[src/rtl/wide_add_seq.sv]
// wide_add_seq: multi-precision adder that streams WORDS 18-bit slices through one hybrid_adder,
// chaining the carry between slices through a register.
module hybrid_adder (
  input  logic [17:0] a,
  input  logic [17:0] b,
  input  logic        c0,
  output logic [17:0] s,
  output logic [4:0]  c
);
  localparam int BND [5] = '{0, 4, 8, 13, 18};
  logic [4:0]  cv;
  logic [17:0] sv;
  logic        r0, r1;
  // carry-select groups: each group ripples both carry-in cases, the incoming carry picks one
  always_comb begin
    cv = '0;
    sv = '0;
    r0 = 1'b0;
    r1 = 1'b1;
    cv[0] = c0;
    for (int g = 0; g < 4; g++) begin
      r0 = 1'b0;
      r1 = 1'b1;
      for (int i = BND[g]; i < BND[g+1]; i++) begin
        sv[i] = cv[g] ? (a[i] ^ b[i] ^ r1) : (a[i] ^ b[i] ^ r0);
        r0 = (a[i] & b[i]) | (r0 & (a[i] ^ b[i]));
        r1 = (a[i] & b[i]) | (r1 & (a[i] ^ b[i]));
      end
      cv[g+1] = cv[g] ? r1 : r0;
    end
  end
  assign s = sv;
  assign c = cv;
endmodule

module wide_add_seq #(
  parameter int WORDS = 4
) (
  input  logic                clk,
  input  logic                rst_n,
  input  logic                start,
  input  logic [18*WORDS-1:0] a,
  input  logic [18*WORDS-1:0] b,
  input  logic                cin,
  output logic                busy,
  output logic                done,
  output logic [18*WORDS-1:0] sum,
  output logic                cout,
  output logic                ovf
);
  localparam int N  = 18 * WORDS;
  localparam int IW = $clog2(WORDS);
  typedef enum logic {IDLE, RUN} state_t;
  state_t        state_q, state_d;
  logic [IW-1:0] idx_q, idx_d;
  logic [N-1:0]  a_sh_q, a_sh_d, b_sh_q, b_sh_d, acc_q, acc_d, sum_q, sum_d;
  logic          carry_q, carry_d, cout_q, cout_d, ovf_q, ovf_d, done_q, done_d;
  logic          sa_q, sa_d, sb_q, sb_d;
  logic [17:0]   s_w;
  logic [4:0]    c_w;
  hybrid_adder u_add (
    .a  (a_sh_q[17:0]),
    .b  (b_sh_q[17:0]),
    .c0 (carry_q),
    .s  (s_w),
    .c  (c_w)
  );
  always_comb begin
    state_d = state_q;
    idx_d   = idx_q;
    a_sh_d  = a_sh_q;
    b_sh_d  = b_sh_q;
    acc_d   = acc_q;
    sum_d   = sum_q;
    carry_d = carry_q;
    cout_d  = cout_q;
    ovf_d   = ovf_q;
    sa_d    = sa_q;
    sb_d    = sb_q;
    done_d  = 1'b0;
    if (state_q == IDLE) begin
      if (start) begin
        state_d = RUN;
        a_sh_d  = a;
        b_sh_d  = b;
        carry_d = cin;
        idx_d   = '0;
        sa_d    = a[N-1];
        sb_d    = b[N-1];
      end
    end else begin
      acc_d   = {s_w, acc_q[N-1:18]};
      carry_d = c_w[4];
      a_sh_d  = a_sh_q >> 18;
      b_sh_d  = b_sh_q >> 18;
      idx_d   = idx_q + 1'b1;
      if (idx_q == IW'(WORDS - 1)) begin
        state_d = IDLE;
        sum_d   = acc_d;
        cout_d  = c_w[4];
        ovf_d   = (sa_q == sb_q) && (s_w[17] != sa_q);
        done_d  = 1'b1;
      end
    end
  end
  always_ff @(posedge clk or negedge rst_n) begin
    if (!rst_n) begin
      state_q <= IDLE;
      idx_q   <= '0;
      a_sh_q  <= '0;
      b_sh_q  <= '0;
      acc_q   <= '0;
      sum_q   <= '0;
      carry_q <= 1'b0;
      cout_q  <= 1'b0;
      ovf_q   <= 1'b0;
      sa_q    <= 1'b0;
      sb_q    <= 1'b0;
      done_q  <= 1'b0;
    end else begin
      state_q <= state_d;
      idx_q   <= idx_d;
      a_sh_q  <= a_sh_d;
      b_sh_q  <= b_sh_d;
      acc_q   <= acc_d;
      sum_q   <= sum_d;
      carry_q <= carry_d;
      cout_q  <= cout_d;
      ovf_q   <= ovf_d;
      sa_q    <= sa_d;
      sb_q    <= sb_d;
      done_q  <= done_d;
    end
  end
  assign busy = (state_q == RUN);
  assign done = done_q;
  assign sum  = sum_q;
  assign cout = cout_q;
  assign ovf  = ovf_q;
endmodule

[config.mk]
export PLATFORM = sky130hd
export DESIGN_NAME = wide_add_seq
export DESIGN_NICKNAME = d
export VERILOG_FILES = /design/src/rtl/wide_add_seq.sv
export SDC_FILE = /design/constraint.sdc
export NUM_CORES = 1
export LEC_CHECK = 0
export CORE_ASPECT_RATIO = 0.9
export CORE_MARGIN = 4
export CORE_UTILIZATION = 40
export CTS_CLUSTER_DIAMETER = 120
export DETAILED_ROUTE_END_ITERATION = 12
export GPL_TIMING_DRIVEN = 0
export PLACE_DENSITY = 0.72
export SLEW_MARGIN = 20
export SYNTH_ARGS = -nofsm -noshare
export SYNTH_HDL_FRONTEND = slang
export SYNTH_SLANG_ARGS = --single-unit
[constraint.sdc]
create_clock -name clk -period 8.2 [get_ports clk]
set_input_delay 1.64 -clock clk [delete_from_list [all_inputs] [get_ports clk]]
set_output_delay 1.64 -clock clk [all_outputs]
set_load 0.02 [all_outputs]
==> results.md <==
Status
* complete, no violations — outcome

Clocking
* 3 — maximum root-to-sink buffer count
* 279 — Clock Sinks
* 0 — number of gates given a new drive strength after cts
* 0.07 ns — Reg clk slew, reported paths
* 1 — H-Tree Level Count
* yes — TritonCTS clock tree
* 29 — cts bufs inserted
* 0.53 ns — Skew-Pair Late Insertion Delay
* 0 — cts hold-fix bufs
* 0 — Post-CTS Setup Inserts
* sky130_fd_sc_hd__clkbuf_16 — clock tree root driver cell

Floorplanning
* 40.5% — Initial Util
* 29800 um^2 — total core area
* 191 um — chip width
* 173 um — die span in y
* 33000 um^2 — Die Area
* 60 — row count
* 224 — number of top-level pins

STA
* 0.545 ns — Slew @ Worst Pin
* 0 — number of pins with negative max-slew slack in the final report
* 0 ns — post-route setup TNS
* 63.6% — Max-Slew Margin vs Limit
* 1.14 ns — minimum setup slack in the final design
* 0.482 ns — Fin Hold WS
* 0 — Final Setup Violations
* 142 MHz — fmax
* 0.0131 ns — final worst clock skew
* 7.06 ns — minimum clock period after layout
* 86.0% — fin crit share
* no — setup repair after global routing missed its margin
* 0 — final count of hold timing violations

Synth
* 0 — Synth warnings
* 12100 um^2 — post-synthesis instance area
* sky130_fd_sc_hd__dfrtp_1, sky130_fd_sc_hd__mux2i_1, sky130_fd_sc_hd__mux2_2 — top area cells in the synthesized netlist
* sky130_fd_sc_hd__dfrtp_1 — top cell type by total area after synthesis
* 943 — Cells after Synth
* 57.9% — Seq/Total Area, Yosys
* 12.8 um^2 — synthesized area divided by synthesized cell count
* 57.9% — share of the synthesized area in the top cell type
* 279 — flip-flop and latch count after synthesis
* 24 — Unique masters post-synth
* 1114 — total nets after synthesis

Global route
* 0 — grt total ovfl
* 8288 — vias in the first global route
* 3 — initial antenna violation count
* 48800 um — wire length of the first global-routing pass
* 18.7% — overall fraction of global-route tracks in use
* 83 — pin count of the biggest net entering global routing

Routing
* 31200 um — routed wire length
* 19.2 um — routed length per placed instance
* 0 — antenna viol nets, final
* 4.92 — vias per inst
* 4 — number of detailed-routing iterations run before antenna repair
* 0 — total DRC errors in the routed layout
* 7989 — vias after detailed routing
* 333 — DRC violation total after the first TritonRoute iteration

Cells and area
* 18.0% — fraction of final layout cells with drive strength greater than 1
* 32.1% — synth-to-layout area growth
* 0 — final antenna diode count
* sky130_fd_sc_hd__dfrtp_1 — most common cell after layout, fill and taps aside
* 1370 — NumNets Final
* 15900 um^2 — post-route standard cell area excluding fillers
* sky130_fd_sc_hd__dfrtp_1, sky130_fd_sc_hd__clkdlybuf4s50_1, sky130_fd_sc_hd__mux2i_1 — commonest cells after routing, fill and taps aside
* 1624 — post-layout instance count excluding filler cells

Setup path
* 0.47 ns — Slowest Stage Delay on Critical Path
* flip-flop — startpoint types
* sky130_fd_sc_hd__fa_1 — slowest CP cell
* 8.66 ns — data required time at the worst endpoint
* flip-flop — sort of element at the end of the critical path
* 4 — CP Max Fanout
* 7.51 ns — Arrival @ worst endpoint
* sky130_fd_sc_hd__fa_1 — most frequent CP cell
* reg2reg — start-to-end type of the worst setup path

Place
* 23700 um — DPL Wire Length
* 14900 um^2 — instance area at placement
* 222 — Port Buffer Count
* 1.07 ns — Post-Place Worst Slack
* 0.827 — placer congestion estimate
* 1571 — DP Cell Count

Pwr
* 0.189 mV — maximum VDD drop
* 7.41 nW — cell leakage power
* 375 nW/um^2 — PwrDens

Run
* 0 — # Max-Cap Violations

Worst hold path
* reg2reg — worst hold path class

kinds of logic after synthesis:
family,count (synthesis),synth area share [%]
compound gates,118,4.94
xor+xnor,4,0.290
fa+ha+maj,23,3.26
buf+inv,89,4.35
flops,279,57.9
mux,274,24.3
simple gates,156,4.99
layout make-up:
| cell class | instances | area, um^2 |
|---|---|---|
| tap | 403 | 504 |
| clock inverter | 15 | 259 |
| buffer | 59 | 412 |
| fill | 2576 | 13900 |
| clock buffer | 38 | 800 |
| inverter | 30 | 113 |
| timing repair buffer | 225 | 2310 |
| multi-input combinational | 575 | 4560 |
| sequential | 279 | 6980 |
registers in the layout (all words and copies together) (netlist names):
| name | cells |
|---|---|
| b_sh_q | 72 |
| a_sh_q | 72 |
| sb_q | 1 |
| busy | 1 |
| done | 1 |
| sum | 72 |
| acc_q | 54 |
| cout | 1 |
| idx_q | 2 |
| sa_q | 1 |
| ovf | 1 |
| carry_q | 1 |
worst max-delay path: cells and delay by family, from the launching register on:
family | cells | cell delay (ns)
simple gates | 2 | 0.46
flops | 1 | 0.40
compound gates | 5 | 0.62
buf+inv | 4 | 0.32
fa+ha+maj | 15 | 5.21
per-stage QoR:
step,power (mW),utilization [%]
2_1_floorplan,3.59,-
3_3_place_gp,4.50,49.6
3_5_place_dp,4.58,49.9
4_1_cts,6.05,53.5
5_1_grt,6.33,53.5
6_report,5.97,53.5
metal layers:
metal / track usage (%) / up-vias / wire, um
li1: - / 3740 / -
met1: 25.8 / 3989 / 13900
met2: 30.6 / 211 / 14800
met3: 3.94 / 43 / 1780
met4: 4.07 / 6 / 693
met5: 0 / - / 40
final timing paths:
| path | start | endpoint | slack, ns | cells past startpoint |
|---|---|---|---|---|
| worst max-delay path | a_sh_q[0] | ovf | 1.14 | 26 |
| worst min-delay path | b_sh_q[32] | b_sh_q[14] | 0.48 | 2 |
| worst max register to register | a_sh_q[0] | ovf | 1.14 | 26 |
| worst min register to register | b_sh_q[32] | b_sh_q[14] | 0.48 | 2 |
| max in group asynchronous | rst_n | b_sh_q[41] | 6.12 | 3 |
| min in group asynchronous | rst_n | sum[5] | 0.98 | 1 |
synth_stat cells:
cell type	number
sky130_fd_sc_hd__nand2_4	1
sky130_fd_sc_hd__xnor2_1	4
sky130_fd_sc_hd__inv_1	29
sky130_fd_sc_hd__or3_1	1
sky130_fd_sc_hd__a31oi_1	1
sky130_fd_sc_hd__nand2_1	111
sky130_fd_sc_hd__mux2_4	11
sky130_fd_sc_hd__ha_1	9
sky130_fd_sc_hd__fa_1	14
sky130_fd_sc_hd__nand2b_1	2
sky130_fd_sc_hd__nand3_1	1
sky130_fd_sc_hd__clkinv_1	1
sky130_fd_sc_hd__buf_6	17
sky130_fd_sc_hd__buf_2	23
sky130_fd_sc_hd__mux2_2	107
sky130_fd_sc_hd__buf_4	9
sky130_fd_sc_hd__dfrtp_1	279
sky130_fd_sc_hd__clkbuf_1	10
sky130_fd_sc_hd__a21oi_1	5
sky130_fd_sc_hd__o21ai_1	2
sky130_fd_sc_hd__o21ai_0	109
sky130_fd_sc_hd__a22o_1	1
sky130_fd_sc_hd__mux2i_1	156
sky130_fd_sc_hd__nor2_1	40
power breakdown:
group / internal [mW] / leakage (nW) / switching, mW / total [mW]
Combinational: 1.12 / 3.29 / 1.09 / 2.20
Sequential: 1.94 / 3.61 / 0.381 / 2.32
Clock: 0.905 / 0.515 / 0.543 / 1.45
Power figures use the tool's default switching activity.
